[src/rtl/cpu_sequencer_if.sv]
// Byte-wide memory port between the sequencer (master) and the arbiter (slave).
// Signals: mem_req/mem_we/mem_addr/mem_wdata out of master, mem_ack/mem_rdata in.
interface cpu_sequencer_if;
  logic        mem_req;
  logic        mem_we;
  logic [15:0] mem_addr;
  logic [7:0]  mem_wdata;
  logic        mem_ack;
  logic [7:0]  mem_rdata;

  modport master (
    output mem_req,
    output mem_we,
    output mem_addr,
    output mem_wdata,
    input  mem_ack,
    input  mem_rdata
  );

  modport slave (
    input  mem_req,
    input  mem_we,
    input  mem_addr,
    input  mem_wdata,
    output mem_ack,
    output mem_rdata
  );
endinterface

[src/rtl/cpu_sequencer.sv]
// Instruction sequencer: PC, 1/2-byte fetch, operand access, execute strobe.
// Ports: clk, rst_n, run, mem (memory port), inst, data, dec_en, dec_need_mem,
// dec_store, dec_halt, dec_trap, operand_addr, store_data, branch_taken,
// branch_target, exec_stb, pc, halted, step. Option: SEQ_STEP_EN (single-step).
module cpu_sequencer #(
  parameter logic [15:0] RESET_PC    = 16'h0000,
  parameter logic [15:0] TRAP_VECTOR = 16'h0004
) (
  input  logic                   clk,
  input  logic                   rst_n,
  input  logic                   run,
  cpu_sequencer_if.master        mem,
  output logic [15:0]            inst,
  output logic [7:0]             data,
  output logic                   dec_en,
  input  logic                   dec_need_mem,
  input  logic                   dec_store,
  input  logic                   dec_halt,
  input  logic                   dec_trap,
  input  logic [15:0]            operand_addr,
  input  logic [7:0]             store_data,
  input  logic                   branch_taken,
  input  logic [15:0]            branch_target,
  output logic                   exec_stb,
  output logic [15:0]            pc,
  output logic                   halted,
  input  logic                   step
);

  localparam logic [2:0] S_IDLE    = 3'd0;
  localparam logic [2:0] S_FETCH0  = 3'd1;
  localparam logic [2:0] S_FETCH1  = 3'd2;
  localparam logic [2:0] S_DECODE  = 3'd3;
  localparam logic [2:0] S_OPERAND = 3'd4;
  localparam logic [2:0] S_EXEC    = 3'd5;
  localparam logic [2:0] S_HALT    = 3'd6;

  logic [2:0]  state;
  logic [2:0]  state_nx;
  logic        go;
  logic [2:0]  after_exec;

`ifdef SEQ_STEP_EN
  logic step_q;
  logic unused_run;

  assign unused_run = run;

  always_ff @(posedge clk or negedge rst_n) begin
    if (!rst_n) step_q <= 1'b0;
    else        step_q <= step;
  end

  // one instruction per rising edge of step
  assign go         = step & ~step_q;
  assign after_exec = S_IDLE;
`else
  logic unused_step;

  assign unused_step = step;
  assign go          = run;
  assign after_exec  = S_FETCH0;
`endif

  logic st_f0;
  logic st_f1;
  logic st_dec;
  logic st_op;
  logic st_ex;
  logic st_halt;

  assign st_f0   = (state == S_FETCH0);
  assign st_f1   = (state == S_FETCH1);
  assign st_dec  = (state == S_DECODE);
  assign st_op   = (state == S_OPERAND);
  assign st_ex   = (state == S_EXEC);
  assign st_halt = (state == S_HALT);

  // an ack only counts while we are actually requesting
  logic ack;
  assign ack = mem.mem_req & mem.mem_ack;

  logic [15:0] pc_inc;
  logic [15:0] pc_seq;
  logic [15:0] pc_nx;

  assign pc_inc = pc + 16'd1;
  assign pc_seq = pc + (inst[15] ? 16'd2 : 16'd1);

  always_comb begin
    pc_nx = pc_seq;
    if (branch_taken)  pc_nx = branch_target;
    else if (dec_trap) pc_nx = TRAP_VECTOR;
  end

  always_comb begin
    state_nx = state;
    case (state)
      S_IDLE:    if (go) state_nx = S_FETCH0;
      S_FETCH0:  if (ack)
                   state_nx = mem.mem_rdata[7] ? S_FETCH1
                                               : S_DECODE;
      S_FETCH1:  if (ack) state_nx = S_DECODE;
      S_DECODE:  state_nx = dec_need_mem ? S_OPERAND : S_EXEC;
      S_OPERAND: if (ack) state_nx = S_EXEC;
      S_EXEC:    state_nx = dec_halt ? S_HALT : after_exec;
      S_HALT:    state_nx = S_HALT;
      default:   state_nx = S_IDLE;
    endcase
  end

  always_ff @(posedge clk or negedge rst_n) begin
    if (!rst_n) begin
      state <= S_IDLE;
      pc    <= RESET_PC;
      inst  <= 16'h0000;
      data  <= 8'h00;
    end else begin
      state <= state_nx;
      if (st_f0 && ack) inst <= {mem.mem_rdata, 8'h00};
      if (st_f1 && ack) inst[7:0] <= mem.mem_rdata;
      if (st_op && ack && !dec_store) data <= mem.mem_rdata;
      if (st_ex) pc <= pc_nx;
    end
  end

  // bus outputs decode straight from state so reset drops them at once
  assign mem.mem_req   = st_f0 | st_f1 | st_op;
  assign mem.mem_we    = st_op & dec_store;
  assign mem.mem_wdata = (st_op & dec_store) ? store_data : 8'h00;

  always_comb begin
    mem.mem_addr = 16'h0000;
    unique case (1'b1)
      st_f0:   mem.mem_addr = pc;
      st_f1:   mem.mem_addr = pc_inc;
      st_op:   mem.mem_addr = operand_addr;
      default: ;
    endcase
  end

  assign dec_en   = st_dec | st_op | st_ex;
  assign exec_stb = st_ex;
  assign halted   = st_halt;

endmodule

[src/flat_wrapper.sv]
// flat-port wrapper written by rule: the top's interface ports become plain ports
module cpu_sequencer_flat 
#(
  parameter logic [15:0] RESET_PC    = 16'h0000,
  parameter logic [15:0] TRAP_VECTOR = 16'h0004
)
  (clk, rst_n, run, inst, data, dec_en, dec_need_mem, dec_store, dec_halt, dec_trap, operand_addr, store_data, branch_taken, branch_target, exec_stb, pc, halted, step, mem_mem_req, mem_mem_we, mem_mem_addr, mem_mem_wdata, mem_mem_ack, mem_mem_rdata);
  cpu_sequencer_if mem_i ();
  input  logic clk;
  input  logic rst_n;
  input  logic run;
  output logic [15:0] inst;
  output logic [7:0] data;
  output logic dec_en;
  input  logic dec_need_mem;
  input  logic dec_store;
  input  logic dec_halt;
  input  logic dec_trap;
  input  logic [15:0] operand_addr;
  input  logic [7:0] store_data;
  input  logic branch_taken;
  input  logic [15:0] branch_target;
  output logic exec_stb;
  output logic [15:0] pc;
  output logic halted;
  input  logic step;
  output wire logic [$bits(mem_i.mem_req)-1:0] mem_mem_req;
  output wire logic [$bits(mem_i.mem_we)-1:0] mem_mem_we;
  output wire logic [$bits(mem_i.mem_addr)-1:0] mem_mem_addr;
  output wire logic [$bits(mem_i.mem_wdata)-1:0] mem_mem_wdata;
  input wire logic [$bits(mem_i.mem_ack)-1:0] mem_mem_ack;
  input wire logic [$bits(mem_i.mem_rdata)-1:0] mem_mem_rdata;
  assign mem_mem_req = mem_i.mem_req;
  assign mem_mem_we = mem_i.mem_we;
  assign mem_mem_addr = mem_i.mem_addr;
  assign mem_mem_wdata = mem_i.mem_wdata;
  assign mem_i.mem_ack = mem_mem_ack;
  assign mem_i.mem_rdata = mem_mem_rdata;
  cpu_sequencer #(.RESET_PC(RESET_PC), .TRAP_VECTOR(TRAP_VECTOR)) u_core (.clk(clk), .rst_n(rst_n), .run(run), .mem(mem_i), .inst(inst), .data(data), .dec_en(dec_en), .dec_need_mem(dec_need_mem), .dec_store(dec_store), .dec_halt(dec_halt), .dec_trap(dec_trap), .operand_addr(operand_addr), .store_data(store_data), .branch_taken(branch_taken), .branch_target(branch_target), .exec_stb(exec_stb), .pc(pc), .halted(halted), .step(step));
endmodule
[config.mk]
export PLATFORM = sky130hd
export DESIGN_NAME = cpu_sequencer_flat
export DESIGN_NICKNAME = d
export VERILOG_FILES = /design/src/rtl/cpu_sequencer_if.sv /design/src/rtl/cpu_sequencer.sv /design/src/flat_wrapper.sv
export SDC_FILE = /design/constraint.sdc
export NUM_CORES = 1
export LEC_CHECK = 0
export ABC_CLOCK_PERIOD_IN_PS = 3000
export CAP_MARGIN = 10
export CORE_MARGIN = 10
export CORE_UTILIZATION = 46
export DETAILED_ROUTE_END_ITERATION = 10
export GPL_ROUTABILITY_DRIVEN = 0
export PLACE_DENSITY = 0.86
export SYNTH_ARGS = -nofsm -noshare
export SYNTH_HDL_FRONTEND = slang
export SYNTH_SLANG_ARGS = --single-unit
[constraint.sdc]
create_clock -name clk -period 3 [get_ports clk]
set_input_delay 0.6 -clock clk [delete_from_list [all_inputs] [get_ports clk]]
set_output_delay 0.6 -clock clk [all_outputs]
set_load 0.02 [all_outputs]
==> results of run 1 <==
[worst max-delay path: stages (launching register included)]
cell           delay [ns]
dfrtp_1              0.39
ha_1                 0.22
nand3_1              0.21
nor3_2               0.27
xor2_1               0.17
a22oi_1              0.09
o21ai_0              0.22
dlygate4sd2_1        0.37
[area by class of cell]
class	instances	area [um^2]	share of cell area (%)
Inverter	8	30.0	0.684
Multi-Input combinational cell	256	1640	37.3
Timing Repair Buffer	151	1450	33.0
Clock inverter	2	16.3	0.370
Tap cell	75	93.8	2.14
Clock buffer	6	82.6	1.88
Sequential cell	43	1080	24.6
[per-stage QoR]
step	utilization (%)	std cells	total power [uW]	setup slack (ns)	hold slack, ns
after floorplan	-	335	2810	0.448	0.304
after global placement	70.7	533	4050	0.179	0.487
after detailed placement	70.7	533	4110	0.152	0.494
after CTS	72.3	541	4500	0.0147	0.478
after global routing	72.9	541	4800	0.0260	0.529
final	72.9	541	4510	0.152	0.462
[repair_timing]
action | in CTS | in global routing
cloned | 0 | 0
resized for setup | 8 | 12
setup endpoints to repair | 6 | 21
[sequential cells by signal (all words and copies together) (netlist names)]
signal	flops
u_core.inst	16
u_core.data	8
u_core.state	3
u_core.pc	16
[worst paths after layout]
check / start / slack, ns / end
hold reg to reg: u_core.data[5] / 0.51 / u_core.data[5]
setup / recovery: u_core.pc[0] / 0.15 / mem_mem_addr[12]
hold / removal: rst_n / 0.46 / u_core.inst[12]
max in group asynchronous: rst_n / 1.85 / u_core.pc[8]
min in group clk: u_core.data[5] / 0.51 / u_core.data[5]
setup reg to reg: u_core.pc[0] / 0.92 / u_core.pc[14]
[logic make-up after synthesis]
family | Yosys count
mux | 16
xor+xnor | 13
simple gates | 117
flops | 43
buf+inv | 36
fa+ha+maj | 4
compound gates | 106
[placed cells by master, fill, tap and decap left out, types with 2 or more instances in the layout]
cell type / count
a31oi_1: 7
a32oi_1: 4
nand2_1: 42
o311ai_1: 4
dlygate4sd2_1: 5
o22ai_2: 2
nor2b_1: 4
a22oi_1: 15
o22ai_1: 7
or3_1: 3
clkdlybuf4s50_1: 113
nor4_1: 2
nor2_2: 3
o21ai_0: 37
dfrtp_2: 4
nand3_1: 7
inv_1: 8
xnor2_1: 11
nor3_1: 7
clkbuf_8: 6
a22o_1: 9
dlymetal6s2s_1: 6
nand4_1: 4
mux2_2: 15
ha_1: 3
nor2_1: 21
or2_2: 2
and2_1: 9
buf_4: 26
nand2b_1: 4
a221oi_1: 2
dfrtp_1: 39
xor2_1: 2
a21oi_1: 11
[power groups by stage]
stage | logic [uW] | registers (uW) | clock network [uW]
global placement | 2930 | 1120 | 0
floorplan | 1470 | 1330 | 0
finish | 2980 | 1140 | 400
detailed placement | 2980 | 1130 | 0
CTS | 2970 | 1130 | 404
global route | 3190 | 1180 | 432
[routing by layer]
| metal | track usage (%) | wire [um] |
|---|---|---|
| met1 | 24.5 | 4160 |
| met5 | 0 | 0 |
| met2 | 32.1 | 4980 |
| met3 | 6.85 | 1130 |
| met4 | 8.16 | 293 |
==> results.md, run 1 <==
* Area leader, netlist: dfrtp_1
* 1st-iter DRT viols at 313
* CTS clock-pin slew for the worst setup and hold paths at 0.08 ns
* Layout area overhead at 50.4%
* Leakage at 0.00182 uW
* Synth Area in Simple Gates at 19.7%
* Vias in the first global route at 3124
* Total grt overflow at 0
* Top-area cell type share of the netlist area at 36.8%
* Synth top area cells: dfrtp_1 37%, o21ai_0 6.3%, mux2_2 5.8%
* MaxCap Viol Count at 0
* Clk buf depth at 2
* Mean Syn Cell Area at 8.72 um^2
* Setup-failing EPs final at 0
* CTS tree: built
* Sequential area share after synthesis at 36.8%
* All-Layer GR Usage at 20.2%
* Post-DR vias/cell at 5.97
* Total number of vias at 3229
* Finished Cell Area at 4390 um^2
* Die area at 9940 um^2
* CTS Buf Count at 5
* First drt pass iteration count at 6
* DR WL/cell at 19.5 um
* Max-slew headroom at 33.3%
* Core area at 6030 um^2
* Net Sw Frac at 46.8%
* Pwr per Cell Area at 1030 nW/um^2
* Antenna viol nets, final at 0
* Post-Syn Instances at 335
* Die height at 99.7 um
* Clock Root Buffer: clkbuf_8
* Hold buffers post-CTS at 0
* Rows at 28
* Ratio of cells with drive above 1 in the final layout at 14.8%
* Nets at 527
* Total Neg Setup Slack at 0 ns
* Buffers on Ports at 125
* Final-report hold violation count at 0
* Starting density of the core at 48.5%
* Netlist cell types at 51
* Synth Area in Compound Gates at 23.9%
* Crit Path Category: flop to primary output
* Mux cell area share after synthesis at 6.13%
* Sink Count at 43
* Crit path launch type: flop
* Reg2Reg Depth at 8
* Hold Path Class: primary input to async pin
* VDD IR max at 0.850 mV
* Final Skew at 0.00923 ns
* Synth Register Bits at 43
* Hpwl dp at 8040 um
* Critical Path Sink Type: primary output
* Fill count at 462
* Worst-path fanout max at 3
* Setup bufs post-CTS at 0
* Final routed DRC violation total at 0
* Critical Path RT at 2.40 ns
* First-pass GRT wire length at 16400 um
* Antenna violations before repair at 0
* Fin crit period at 2.85 ns
* Routed WL at 10600 um
* Arr. time, crit path at 2.25 ns
* Switching power at 2110 uW
* Fmax achieved at 351 MHz
* Fin crit share at 94.9%
* Chip width at 99.7 um
* Combinational power share at 65.9%
* Ys async rst share at 100%
* Synth cell count leaders: 43 x dfrtp_1, 42 x nand2_1, 37 x o21ai_0, 23 x nor2_1
* Cell area after synthesis at 2920 um^2
* RSZ-0062 raised after global routing: no
* Clock power share at 8.9%
* Largest net degree at the start of global routing at 44
* Mapped Nets at 397
* Synth Area in Adders at 1.97%
* Clock latency on the worst-skew pair at 0.30 ns
* Xor and xnor area share after synthesis at 3.90%
* Ports at 127
* Status: complete, no violations
* Sequential share of power at 25.2%
* Main synth FF type: dfrtp_1
* Worst-Margin Slew at 1.00 ns
* Synth warn at 0
* Final Max Tran Viols at 0
* Internal Power at 2400 uW
* CTS H-Tree Depth at 2
* Largest family of logic cells by synthesized area: compound AO/OA/AOI/OAI gates
* Area after DPL at 4260 um^2
* EDFF count, synth at 0
* Diode count at 0
* Most common cell in the netlist: dfrtp_1
Power figures use the tool's default switching activity.
==> run 2, diff against run 1 <==
==> constraint.sdc (replaced) <==
create_clock -name clk -period 3 [get_ports clk]
set_input_delay 0.6 -clock clk [delete_from_list [all_inputs] [get_ports clk]]
set_output_delay 0.6 -clock clk [all_outputs]
set_load 0.1 [all_outputs]
==> run 2 against run 1 <==
Effect of this change:
- sequential share of layout area decreased by 0.98 points
- routed wire length shrank 0.93%
- core utilization increased by 3.7 points
- die area stayed put
- global-route usage down 0.28 points
- sequential cell count unchanged
- fmax up 0.87%
- hold slack worse by 0.021 ns
- clock-buffer cell count down 1
- via count shrank 1.8%
- register-to-register slack worse by 0.03 ns
- critical path type unchanged
- largest cell class unchanged
==> results.md, run 2 (synthesis gave the netlist of run 1 again) <==
* Ports at 127 (unchanged)
* Core area at 6030 um^2 (unchanged)
* Total Neg Setup Slack at 0 ns (unchanged)
* Clock latency on the worst-skew pair at 0.31 ns (about the same)
* Hold Path Class: primary input to async pin
* Critical Path Sink Type: primary output
* Sink Count at 43 (unchanged)
* Crit path launch type: flop
* Die area at 9940 um^2 (unchanged)
* Antenna viol nets, final at 0 (unchanged)
* Fmax achieved at 354 MHz (+0.87%)
* Chip width at 99.7 um (unchanged)
* Non-Filler Instances at 530 (-2.0%)
* MaxCap Viol Count at 0 (unchanged)
* Hpwl dp at 7910 um (-1.6%)
* 1st-iter DRT viols at 261 (-17%)
* Final Skew at 0.0121 ns (+0.00288 ns)
* Finished Cell Area at 4620 um^2 (+5.1%)
* Footprint of the multi-input gates at 1740 um^2 (+6.1%)
* First drt pass iteration count at 5 (-1)
* Fin crit share at 94.1% (-0.82 points)
* Clk buf depth at 2 (unchanged)
* Pre-CTS setup slack at 0.432 ns (+0.280 ns)
* Post-DR vias/cell at 5.98 (+0.24%)
* CTS clock-pin slew for the worst setup and hold paths at 0.09 ns (about the same)
* Worst-path fanout max at 13 (+10)
* Routed WL at 10500 um (-0.93%)
* First-pass GRT wire length at 16400 um (-0.30%)
* Total number of vias at 3171 (-1.8%)
* Nets at 516 (-2.1%)
* Most frequent cells in the layout: 55 x clkdlybuf4s50_1, 55 x buf_4, 42 x nand2_1
* Hold buffers post-CTS at 0 (unchanged)
* Status: complete, no violations
* Largest net degree at the start of global routing at 44 (unchanged)
* Crit Path Category: flop to primary output
* Fin crit period at 2.82 ns (-0.0245 ns)
* Final Max Tran Viols at 0 (unchanged)
* CTS Buf Count at 5 (unchanged)
* Buffers on Ports at 125 (unchanged)
* All-Layer GR Usage at 19.9% (-0.28 points)
* Rows at 28 (unchanged)
* Final routed DRC violation total at 0 (unchanged)
* Max-slew headroom at 33.8% (+0.51 points)
* Total grt overflow at 0 (unchanged)
* RSZ-0062 raised after global routing: no
* Diode count at 0 (unchanged)
* Clock Root Buffer: clkbuf_8
* Die height at 99.7 um (unchanged)
* Antenna violations before repair at 0 (unchanged)
* Vias in the first global route at 3060 (-2.0%)
* Post-route setup slack at 0.177 ns (+0.0245 ns)
* DR WL/cell at 19.7 um (+1.1%)
* Storage element area at 1090 um^2 (+0.93%)
* Ratio of cells with drive above 1 in the final layout at 31.6% (+17 points)
* Setup-failing EPs final at 0 (unchanged)
* Starting density of the core at 48.5% (unchanged)
* Top flop regs: u_core.inst (16), u_core.pc (16), u_core.data (8)
* Post-Place Cells at 517 (-3.0%)
* Final-report hold violation count at 0 (unchanged)
* CTS tree: built
* Fill count at 407 (-12%)
* Worst-Margin Slew at 0.993 ns (-0.00764 ns)
* Layout area overhead at 58.1%
* Area after DPL at 4450 um^2 (+4.5%)
* Arr. time, crit path at 2.22 ns (-0.03 ns)
* Critical Path RT at 2.40 ns (about the same)
* CTS H-Tree Depth at 2 (unchanged)
## run 2: changes by cell type in the layout (fill, tap and decap cells not counted), sizes merged
cell           delta
buf              +58
clkdlybuf4s50    -58
dlymetal6s2s      -6
dlygate4sd2       -5
bufinv            +1
clkbuf            -1
clkinv            -1
inv               +1
## run 2: path summary, 6_finish.rpt
| check | from | to | slack [ns] | cells past startpoint |
|---|---|---|---|---|
| max | u_core.state[0] | mem_mem_addr[9] | 0.18 | 5 |
| max reg2reg | u_core.state[0] | u_core.pc[13] | 0.89 | 7 |
| min in group clk | u_core.data[2] | u_core.data[2] | 0.52 | 1 |
| min reg2reg | u_core.data[2] | u_core.data[2] | 0.52 | 1 |
| min | rst_n | u_core.data[4] | 0.44 | 1 |
| max in group asynchronous | rst_n | u_core.pc[9] | 1.86 | 1 |
## run 2: timing repair
action / 4_1_cts / 5_1_grt
endpoints found under the setup margin: 0 / 10
setup buffers: 0 / 5
resized for setup: 0 / 3
## run 2: critical path, stage by stage (launching register included)
cell	delay (ns)
dfrtp_1	0.71
nand2b_1	0.18
nor2_1	0.48
nand2_1	0.20
o221ai_4	0.12
buf_12	0.21
## run 2: layout make-up
cell class                      instances  share of cell area [%]
Clock buffer                            5                    1.49
Clock inverter                          3                    1.00
Timing Repair Buffer                  140                    33.5
Tap cell                               75                    2.03
Inverter                                8                   0.650
Multi-Input combinational cell        256                    37.7
Sequential cell                        43                    23.6
## run 2: routing by layer
| layer | GRT usage, % | vias up | wire length [um] |
|---|---|---|---|
| li1 | - | 1460 | - |
| met1 | 24.9 | 1528 | 4240 |
| met4 | 5.40 | 0 | 144 |
| met3 | 5.19 | 11 | 961 |
| met5 | 0 | - | 0 |
| met2 | 33.0 | 172 | 5120 |
## run 2: stage by stage
step / hold slack, ns / util, %
2_1_floorplan: 0.304 / -
3_3_place_gp: 0.489 / 73.9
3_5_place_dp: 0.494 / 73.9
4_1_cts: 0.471 / 75.8
5_1_grt: 0.521 / 76.6
6_report: 0.441 / 76.6
Power of run 2 is not shown: default switching activity piles up to over one toggle a cycle in this logic, so the estimate is an artifact.
==> run 3, diff against run 2 <==
==> constraint.sdc (replaced) <==
create_clock -name clk -period 3 [get_ports clk]
set_input_delay 0.6 -clock clk [delete_from_list [all_inputs] [get_ports clk]]
set_output_delay 0.6 -clock clk [all_outputs]
set_load 0.005 [all_outputs]
==> run 3 against run 2 <==
Effect of this change:
- global-route usage increased by 1.4 points
- clock-buffer cell count unchanged
- non-clock buffer count increased by 9
- fmax decreased by 3.3%
- clock skew decreased by 0.0084 ns
- setup slack got worse by 0.095 ns
- highest routed layer unchanged
- critical path depth increased by 1
- final cell count increased by 1.7%
==> results.md, run 3 (synthesis gave the netlist of run 1 again) <==
* Largest net degree at the start of global routing at 44 (unchanged)
* Core area at 6030 um^2 (unchanged)
* Ratio of cells with drive above 1 in the final layout at 16.2% (-15 points)
* Top flop regs: u_core.inst (16), u_core.pc (16), u_core.data (8)
* Clk buf depth at 2 (unchanged)
* Setup-failing EPs final at 0 (unchanged)
* Crit path launch type: flop
* Ports at 127 (unchanged)
* Fill count at 441 (+8.4%)
* Fin crit share at 97.3% (+3.2 points)
* Leakage at 0.00171 uW
* Antenna violations before repair at 0 (unchanged)
* Arr. time, crit path at 2.32 ns (+0.10 ns)
* Worst-path fanout max at 4 (-9)
* Routed WL at 10900 um (+4.1%)
* First-pass GRT wire length at 17400 um (+6.4%)
* Antenna viol nets, final at 0 (unchanged)
* Critical Path Sink Type: primary output
* Post-Place Cells at 528 (+2.1%)
* Non-Filler Instances at 539 (+1.7%)
* Hold Path Class: primary input to async pin
* Buffers on Ports at 125 (unchanged)
* Layout area overhead at 51.1%
* CTS clock-pin slew for the worst setup and hold paths at 0.09 ns (about the same)
* Clock Root Buffer: clkbuf_8
* Chip width at 99.7 um (unchanged)
* Slowest cell on the critical path: or4_4
* Pwr per Cell Area at 953 nW/um^2
* Vias in the first global route at 3292 (+7.6%)
* Sink Count at 43 (unchanged)
* VDD IR max at 0.604 mV
* Cell family with most CP delay: simple AND/OR/NAND/NOR gates
* 1st-iter DRT viols at 307 (+18%)
* Total power at 4200 uW
* DR WL/cell at 20.2 um (+2.3%)
* Die area at 9940 um^2 (unchanged)
* CTS Buf Count at 5 (unchanged)
* Hold buffers post-CTS at 0 (unchanged)
* Most frequent cells in the layout: 123 x clkdlybuf4s50_1, 42 x nand2_1, 35 x o21ai_0, 35 x dfrtp_1, 24 x buf_4
* Area after DPL at 4230 um^2 (-5.1%)
* Crit Path Category: flop to primary output
* Fin crit period at 2.92 ns (+0.0952 ns)
* Nets at 525 (+1.7%)
* Total number of vias at 3269 (+3.1%)
* All-Layer GR Usage at 21.3% (+1.4 points)
* Max-slew headroom at 33.4% (-0.39 points)
* Total grt overflow at 0 (unchanged)
* Starting density of the core at 48.5% (unchanged)
* Commonest non-fill, non-tap cell in the layout: clkdlybuf4s50_1
* Die height at 99.7 um (unchanged)
* Final Max Tran Viols at 0 (unchanged)
* Clock latency on the worst-skew pair at 0.31 ns (about the same)
* WP buf/inv at 1 (unchanged)
* Rows at 28 (unchanged)
* Final routed DRC violation total at 0 (unchanged)
* Critical Path RT at 2.40 ns (about the same)
* Setup slack, reg-to-reg at 0.76 ns (-0.13 ns)
* Final-report hold violation count at 0 (unchanged)
* First drt pass iteration count at 5 (unchanged)
* CP cell instances: nand3_1 -> or4_4 -> nor2_1 -> xnor2_1 -> o22ai_2 -> clkdlybuf4s50_1
* Finished Cell Area at 4410 um^2 (-4.5%)
* Hold Slack at 0.447 ns (+0.00644 ns)
* Post-DR vias/cell at 6.06 (+1.4%)
* CTS H-Tree Depth at 2 (unchanged)
* Hpwl dp at 8300 um (+4.9%)
* Status: complete, no violations
* MaxCap Viol Count at 0 (unchanged)
* Final Skew at 0.00371 ns (-0.00841 ns)
* Diode count at 0 (unchanged)
* RSZ-0062 raised after global routing: yes
* Slowest stage delay, CP at 0.56 ns (-0.15 ns)
* Worst-Margin Slew at 0.998 ns (+0.00590 ns)
* CTS tree: built
* Fmax achieved at 343 MHz (-3.3%)
==> run 3: stage by stage <==
step	TNS (ns)	utilization, %	setup WS [ns]
final	0	73.2	0.0816
after global routing	-0.0308	73.2	-0.0160
after CTS	0	72.4	0.0186
after detailed placement	0	70.1	0.192
after global placement	0	70.1	0.259
after floorplan	0	-	0.875
==> run 3: metal layers <==
| layer | up-vias | wire length, um | GRT usage [%] |
|---|---|---|---|
| met1 | 1548 | 4140 | 25.8 |
| met3 | 26 | 1210 | 5.95 |
| met5 | - | 0 | 0 |
| li1 | 1477 | - | - |
| met4 | 0 | 271 | 5.95 |
| met2 | 218 | 5270 | 35.8 |
==> run 3: area by class of cell <==
class / count / area (um^2) / share of cell area [%]
clock buffers: 5 / 68.8 / 1.56
clock inverters: 3 / 47.5 / 1.08
inverters: 8 / 30.0 / 0.681
multi-input cells: 256 / 1660 / 37.6
flip-flops and latches: 43 / 1090 / 24.6
well taps: 75 / 93.8 / 2.13
repair buffers: 149 / 1430 / 32.3
==> run 3: path summary, 6_finish.rpt <==
check	from	to	cells past startpoint
worst min-delay path	rst_n	u_core.data[3]	1
worst min register to register	u_core.inst[9]	u_core.inst[9]	1
worst max register to register	u_core.inst[15]	u_core.pc[14]	8
max in group asynchronous	rst_n	u_core.pc[10]	1
min in group clk	u_core.inst[9]	u_core.inst[9]	1
worst max-delay path	u_core.pc[1]	mem_mem_addr[15]	6
==> run 3: timing repair <==
item                                   CTS  global route
setup buffers                            2             1
endpoints found under the hold margin    0             0
setup endpoints to repair                7            23
gates resized for setup                  6            15
==> run 3: where the power goes <==
group          total [uW]  switching, uW  internal (uW)
combinational        2580           1180           1400
sequential           1140            300            845
clock                 480            227            253
